## src/rtl/mem_ap_burst.sv

```systemverilog
// mem_ap_burst: debug memory access point. Pops commands from the JTAG-side
// command FIFO and performs TAR writes, single bus writes and multi-beat
// read bursts, pushing read data into the response FIFO.
// Optional feature macro: MEM_AP_ERR_RESP_EN (bus-error reporting, sticky
// error flag and DW+1-bit response words).
module mem_ap_burst #(
  parameter int DW     = 32,
  parameter int ADDR_W = 32,
  parameter int LEN_W  = 4,
  parameter int CMD_W  = DW + LEN_W + 5
) (
  input  logic              AFT_CLK,
  input  logic              nRST,
  input  logic [CMD_W-1:0]  cmd_rdata,
  input  logic              cmd_rempty,
  output logic              cmd_rinc,
`ifdef MEM_AP_ERR_RESP_EN
  output logic [DW:0]       rsp_wdata,
`else
  output logic [DW-1:0]     rsp_wdata,
`endif
  input  logic              rsp_wfull,
  output logic              rsp_winc,
  output logic [ADDR_W-1:0] bus_addr,
  output logic [DW-1:0]     bus_wdata,
  output logic [DW/8-1:0]   bus_strobe,
  output logic              bus_ren,
  output logic              bus_wen,
  input  logic [DW-1:0]     bus_rdata,
  input  logic              bus_request_stall,
  input  logic              bus_error,
  output logic              busy,
  output logic              sticky_err
);

  localparam int unsigned NB       = DW / 8;
  localparam int unsigned OB       = $clog2(NB);
  localparam logic [1:0]  MAX_SIZE = 2'(OB);
`ifdef MEM_AP_ERR_RESP_EN
  localparam bit ERR_EN = 1'b1;
`else
  localparam bit ERR_EN = 1'b0;
`endif

  typedef struct packed {
    logic [DW-1:0]    payload;
    logic [LEN_W-1:0] len;
    logic             reg_sel;
    logic [1:0]       size;
    logic             incr;
    logic             rw;
  } cmd_t;

  typedef enum logic [1:0] {IDLE, WRITE, READ, PUSH} state_t;

  state_t             state;
  cmd_t               cmd_in;
  cmd_t               cmd_reg;
  logic [ADDR_W-1:0]  tar;
  logic [DW-1:0]      rsp_reg;
  logic               rsp_err;
  logic [LEN_W-1:0]   beats_left;
  logic               sticky_q;
  logic               drop;
  logic [1:0]         eff_size;
  logic [ADDR_W-1:0]  tar_step;

  assign cmd_in = cmd_rdata;

  // Clamp oversized transfers to the full bus width and derive the TAR step.
  always_comb begin
    eff_size = (cmd_reg.size > MAX_SIZE) ? MAX_SIZE : cmd_reg.size;
    tar_step = ADDR_W'(1) << eff_size;
  end

  // Byte lanes: every lane in the same size-aligned group as TAR is enabled.
  always_comb begin
    bus_strobe = '0;
    for (int unsigned i = 0; i < NB; i++) begin
      bus_strobe[i] = ((i >> eff_size) == (32'(tar[OB-1:0]) >> eff_size));
    end
  end

  // Command sequencer: state, TAR, latched command and response capture.
  always_ff @(posedge AFT_CLK or negedge nRST) begin
    if (!nRST) begin
      state      <= IDLE;
      tar        <= '0;
      cmd_reg    <= '0;
      rsp_reg    <= '0;
      rsp_err    <= 1'b0;
      beats_left <= '0;
      sticky_q   <= 1'b0;
      drop       <= 1'b0;
    end else begin
      unique case (state)
        IDLE: begin
          if (!cmd_rempty) begin
            cmd_reg <= cmd_in;
            if (!cmd_in.reg_sel) begin
              tar      <= cmd_in.payload[ADDR_W-1:0];
              sticky_q <= 1'b0;
            end else if (cmd_in.rw) begin
              // A latched error swallows writes with no bus activity.
              if (!sticky_q) state <= WRITE;
            end else begin
              beats_left <= cmd_in.len;
              if (sticky_q) begin
                // Discarded read still answers len+1 error words.
                rsp_reg <= '0;
                rsp_err <= 1'b1;
                drop    <= 1'b1;
                state   <= PUSH;
              end else begin
                drop  <= 1'b0;
                state <= READ;
              end
            end
          end
        end
        WRITE: begin
          if (!bus_request_stall) begin
            if (ERR_EN && bus_error) sticky_q <= 1'b1;
            if (cmd_reg.incr) tar <= tar + tar_step;
            state <= IDLE;
          end
        end
        READ: begin
          if (!bus_request_stall) begin
            rsp_reg <= bus_rdata;
            rsp_err <= ERR_EN && bus_error;
            if (ERR_EN && bus_error) sticky_q <= 1'b1;
            if (cmd_reg.incr) tar <= tar + tar_step;
            state <= PUSH;
          end
        end
        PUSH: begin
          if (!rsp_wfull) begin
            if (beats_left != '0) begin
              beats_left <= beats_left - 1'b1;
              state      <= drop ? PUSH : READ;
            end else begin
              state <= IDLE;
            end
          end
        end
        default: state <= IDLE;
      endcase
    end
  end

  // Handshake strobes decoded from the current state.
  always_comb begin
    cmd_rinc = nRST && (state == IDLE) && !cmd_rempty;
    rsp_winc = (state == PUSH) && !rsp_wfull;
    bus_wen  = (state == WRITE);
    bus_ren  = (state == READ);
    busy     = (state != IDLE);
  end

  assign bus_addr   = tar;
  assign bus_wdata  = cmd_reg.payload;
  assign sticky_err = sticky_q;

`ifdef MEM_AP_ERR_RESP_EN
  assign rsp_wdata = {rsp_err, rsp_reg};
  logic unused_bits;
  assign unused_bits = ^{cmd_reg.len, cmd_reg.reg_sel, cmd_reg.rw};
`else
  assign rsp_wdata = rsp_reg;
  logic unused_bits;
  assign unused_bits = ^{cmd_reg.len, cmd_reg.reg_sel, cmd_reg.rw, rsp_err};
`endif

endmodule

```

## config.mk

```make
export PLATFORM = sky130hd
export DESIGN_NAME = mem_ap_burst
export DESIGN_NICKNAME = d
export VERILOG_FILES = /design/src/rtl/mem_ap_burst.sv
export SDC_FILE = /design/constraint.sdc
export NUM_CORES = 1
export LEC_CHECK = 0
export ABC_CLOCK_PERIOD_IN_PS = 2120
export BUFFER_PORTS_ARGS = -buffer_cell sky130_fd_sc_hd__buf_2
export CAP_MARGIN = 40
export CORE_ASPECT_RATIO = 0.6
export CORE_MARGIN = 10
export CORE_UTILIZATION = 46
export DETAILED_ROUTE_END_ITERATION = 6
export GPL_ROUTABILITY_DRIVEN = 1
export GPL_TIMING_DRIVEN = 0
export PLACE_DENSITY = 0.74
export SYNTH_ARGS = -nofsm -noshare
export SYNTH_HDL_FRONTEND = slang
export SYNTH_SLANG_ARGS = --single-unit
```

## constraint.sdc

```tcl
create_clock -name AFT_CLK -period 2.12 [get_ports AFT_CLK]
set_input_delay 0.212 -clock AFT_CLK [delete_from_list [all_inputs] [get_ports AFT_CLK]]
set_output_delay 0.212 -clock AFT_CLK [all_outputs]
set_load 0.01 [all_outputs]
```

== Word level (Yosys, flattened, before mapping) ==
Cells that the tools add are included.

* Word-level logic and storage cells: 74
* Register bits: 105
* Input bits: 79

* Mux-type cells: 22
* Magnitude comparators: 1
* Shift operators: 6
* Add/subtract/negate cells: 2
* Bitwise operators: 2
* Eq/ne operators: 17
* Reduce and logical (&&, ||, !) cells: 17

{| class="wikitable"
|+ Operator list
! operator !! count
|-
| two-way mux 32 bit || 6
|-
| == test 32 bit || 4
|-
| one-hot mux 32 bit (2 select lines) || 1
|-
| right shift 1 x 2 -> 32 bit (first input constant) || 2
|-
| right shift 2 x 2 -> 32 bit (first input constant) || 2
|-
| adder 32 bit || 1
|-
| left shift 1 x 2 -> 32 bit (first input constant) || 1
|-
| right shift 2 x 2 -> 32 bit || 1
|-
| two-way mux 4 bit || 5
|-
| inequality test 2 bit (second input constant) || 9
|-
| two-way mux 2 bit || 8
|-
| AND reduction 6 bit || 2
|-
| AND reduction 5 bit || 2
|-
| one-hot mux 2 bit (4 select lines) || 1
|-
| one-hot mux 4 bit (2 select lines) || 1
|-
| nonzero test 2 bit || 4
|-
| == test 2 bit (second input constant) || 2
|-
| nonzero test 4 bit || 1
|-
| subtractor 4 x 1 -> 4 bit (second input constant) || 1
|-
| logical AND 1 bit || 3
|-
| == test 2 x 1 -> 1 bit (second input constant) || 1
|-
| > comparator 2 bit (second input constant) || 1
|-
| zero test 1 bit || 2
|-
| zero test 2 bit || 1
|-
| other kinds (4) || 5
|}

== Logic depth before layout (Yosys ltp) ==
* Depth in word-level cells: 7
* Mapped depth: 10
* Depth with buffers taken out: 8

== Worst setup path after synthesis ==
Ideal clock, no wire load.

* Path kind: reg-to-reg
* Start point: reg cmd_reg[2] (netlist bit)
* End point: reg tar[20] (netlist: bus_addr[20])
* Cell stages (with the launch flop): 11
* Path buffers: 2
* Setup time: 0.137 ns
* Arrival: 2.200 ns
* Clock period less this slack: 2.337 ns
* Path slack: -0.217 ns
* Cell sequence: dfrtp_1 clkbuf_1 nor2_1 ha_1 fa_1 a211o_1 o211ai_1 buf_2 nor3_1 mux2i_1 a21oi_1

* Longest elaborated chain between the ends: 7

{| class="wikitable"
|+ Ends and longest elaborated chain
! what !! line !! source
|-
| start: declaration || 58 || <nowiki>cmd_t cmd_reg;</nowiki>
|-
| start signal: assignment || 99 || <nowiki>cmd_reg <= cmd_in;</nowiki>
|-
| > comparator 2 bit || 72 || <nowiki>eff_size = (cmd_reg.size > MAX_SIZE) ? MAX_SIZE : cmd_reg.size;</nowiki>
|-
| two-way mux 2 bit (*) || 72 ||
|-
| left shift 1 x 2 -> 32 bit (*) || 73 || <nowiki>tar_step = ADDR_W'(1) << eff_size;</nowiki>
|-
| adder 32 bit (*) || 124, 133 ||
|-
| two-way mux 32 bit (*) || 124, 133 ||
|-
| two-way mux 32 bit (*) || 122 || <nowiki>if (!bus_request_stall) begin</nowiki>
|-
| one-hot mux 32 bit (2 select lines) (*) || 96 || <nowiki>unique case (state)</nowiki>
|-
| end signal: assignment || 101 || <nowiki>tar <= cmd_in.payload[ADDR_W-1:0];</nowiki>
|-
| end signal: assignment || 124 || <nowiki>if (cmd_reg.incr) tar <= tar + tar_step;</nowiki>
|-
| end signal: assignment || 133 || <nowiki>if (cmd_reg.incr) tar <= tar + tar_step;</nowiki>
|-
| end: declaration || 59 || <nowiki>logic [ADDR_W-1:0] tar;</nowiki>
|}

Every way passes the cells marked *; elsewhere a longest branch is shown, timed or not. The select of a mux whose other input is x is not followed.
A chain may end at the register's enable or synchronous reset.

== Worst setup path after layout ==
* Start point: reg cmd_reg[3] (netlist bit)
* End point: reg tar[25] (netlist: bus_addr[25])

The elaborated chain is that of the path after synthesis.

==> impl_metrics.ini <==
[placed_design]
placed_area_um2 = 6830
dpl.hpwl_mm = 12.9
gp_congestion = 0.880
io_buffers = 182
dp_worst_setup_slack_ns = -0.461
place_inst = 867

[floorplan]
pin_count = 185
die_y_um = 106
core.rowCount = 31
initial_core_util = 0.468
dieArea_um2 = 17200
placeableCoreArea_um2 = 12000
dieWidth_um = 163

[drt]
wl_per_cell_um = 19.2
ant_nets = 0
viasPerCell = 5.32
drc = 0
dr.first_iter.drc_count = 270
vias = 4797
firstDrtPassIters = 5
wl_mm = 17.3

[synthesis]
synth_area_um2 = 5610
synth_xor_xnor_area_share = 0.00312
synth_top_family_by_area = multiplexers
synth_compound_area_frac = 0.133
synthTopCellsByCount = 105 x dfrtp_1, 67 x mux2_2, 33 x buf_4, 32 x nand2_1, 31 x nor2_1
async_flop_share = 1.00
synth_fa_ha_area_frac = 0.0281
synth-simple-area-share = 0.117
synth_edf_count = 0
ys_seq_area_frac = 0.468
synthMostInstantiatedCell = dfrtp_1
syn_inst = 518
synthFlopType = dfrtp_1
yosys_warnings = 0
post-synth-top-area-cell = dfrtp_1
postSynthAreaPerCell_um2 = 10.8
synth_cell_type_count = 63
synth.area.top_cells = dfrtp_1 47%, mux2_2 13%, buf_4 4.4%, mux2i_1 3.9%, ha_1 2.5%
synth-seq-cells = 105
synth_top_area_frac = 0.468
synthMuxAreaShare = 0.174

[clock_tree]
clk_pin_slew_ns = 0.08
cts_tree = yes
clockBufferDepth = 2
clock_latency_ns = 0.35
clock_sinks = 105
cts_made_buffers = 9
cts-root-buf = clkbuf_16
h-tree-depth = 3

[sta]
setup_viol = 22
finalCritPeriodShare = 1.08
fmax_mhz = 437
clock_skew_ns = 0.00703
fin_ws_ns = -0.168
slew_headroom = 0.587
rsz0062_at_grt = yes
setup_tns_ns = -1.60
hold_viol = 0
maxSlewViolCount = 0
post-route-min-period_ns = 2.29
worstMarginPinSlew_ns = 0.620

[finish]
final_util = 0.622
antenna_cells = 0
fin_cells = 902
drive_gt1_frac = 0.517
syn2layout_area_growth_pct = 32.8
postLayoutCellArea_um2 = 7460
nets = 823

[worst_setup_path]
cp_slowest_cell = dfrtp_2
slowest_delay_ns = 0.45
arrival_ns = 2.54
critical-path-top-delay-family = compound AO/OA/AOI/OAI gates
cp.required_ns = 2.37
path_buf_inv = 1
path_max_fanout = 5
worstSetupPathType = flop to flop
startpoint_type = flop
crit_chain = nand2b_4, ha_4, and2b_2, o2111ai_4, a2111oi_4, buf_4, a211o_2, and3_4
crit_path_end_kind = flop

[outcome]
violations = negative setup slack
status = finished, violations left

[power_and_ir_drop]
p_leak_uw = 0.00352
peakVddDrop_mv = 0.677
power_per_cell_area_nw_per_um2 = 1670

[grt]
antenna_found_initial = 0
grt_pass1_wl_mm = 27.2
grt_pass1_vias = 5058
grt_start_max_net_pins = 62
grt-ovfl-total = 0
track_usage = 0.197

[job]
drv_cap = 0

[min_path]
min_path_type = input port to flop
[metrics by stage]
| step | hold slack (ns) | total power (µW) |
|---|---|---|
| 6_report | 0.0833 | 12400 |
| 5_1_grt | 0.0681 | 13300 |
| 4_1_cts | 0.0774 | 12300 |
| 3_5_place_dp | 0.266 | 10100 |
| 3_3_place_gp | 0.444 | 9790 |
| 2_1_floorplan | -0.0836 | 7860 |
[metal layers]
metal | part of all wire | GRT usage
met5 | 0 | 0
met4 | 0.013 | 0.0532
met3 | 0.088 | 0.0738
met2 | 0.47 | 0.313
met1 | 0.43 | 0.247
[placed cells by master, fill, tap and decap left out, types with 6 or more instances in the layout]
| cell type | n |
|---|---|
| buf_4 | 55 |
| nor3_1 | 9 |
| o21ai_1 | 8 |
| mux2i_1 | 22 |
| a31oi_1 | 6 |
| clkbuf_16 | 9 |
| inv_1 | 16 |
| buf_2 | 186 |
| nand3_1 | 10 |
| ha_1 | 8 |
| dfrtp_1 | 103 |
| nor2_1 | 30 |
| mux2_2 | 67 |
| a21o_1 | 6 |
| a21oi_1 | 21 |
| o22ai_1 | 12 |
| nand2_1 | 31 |
| o21ai_0 | 13 |
[cell type report]
class / count / area [µm²]
clock buffers: 9 / 225
clock inverters: 7 / 83.8
repair buffers: 202 / 1100
fillers: 969 / 4530
flip-flops and latches: 105 / 2630
well taps: 165 / 206
plain buffers: 58 / 403
inverters: 18 / 67.6
multi-input cells: 338 / 2740
[worst register-to-register path, cell delays in order, from the launching register on]
cell and delay (ns):
dfrtp_2 0.45, nand2b_4 0.17, ha_4 0.26, and2b_2 0.23
o2111ai_4 0.28, a2111oi_4 0.15, buf_4 0.19, a211o_2 0.30
and3_4 0.18
[worst paths after layout]
check | start | end | slack [ns] | depth (start not counted)
min | bus_rdata[24] | rsp_wdata[24] | 0.08 | 2
max | cmd_reg[3] | bus_addr[25] | -0.17 | 8
max in group asynchronous | nRST | bus_addr[1] | 0.93 | 3
max reg2reg | cmd_reg[3] | bus_addr[25] | -0.17 | 8
min in group asynchronous | nRST | rsp_wdata[9] | 0.44 | 2
min reg2reg | rsp_wdata[16] | rsp_wdata[16] | 0.50 | 1
[timing repair]
item                                   4_1_cts  5_1_grt
setup buffers                               12        4
cloned                                       2        0
endpoints found under the hold margin       44        0
pin swaps                                   24       11
hold buffers                                 1        0
resized for setup                           48       13
setup endpoints to repair                   92       58
[cells by family (layout without fill, tap and decap cells)]
group,after synthesis,in the layout
fa+ha+maj,12,12
other cells,1,2
mux,89,89
buf+inv,76,294
xor+xnor,2,2
simple gates,125,125
flops,105,105
compound gates,108,108
[report_power, final]
group	switching (µW)	total [µW]	internal, µW
combinational	3560	6880	3320
sequential	802	3790	2990
clock	822	1770	945
total	5180	12400	7250
No activity file was read; power rests on OpenSTA's default activity.
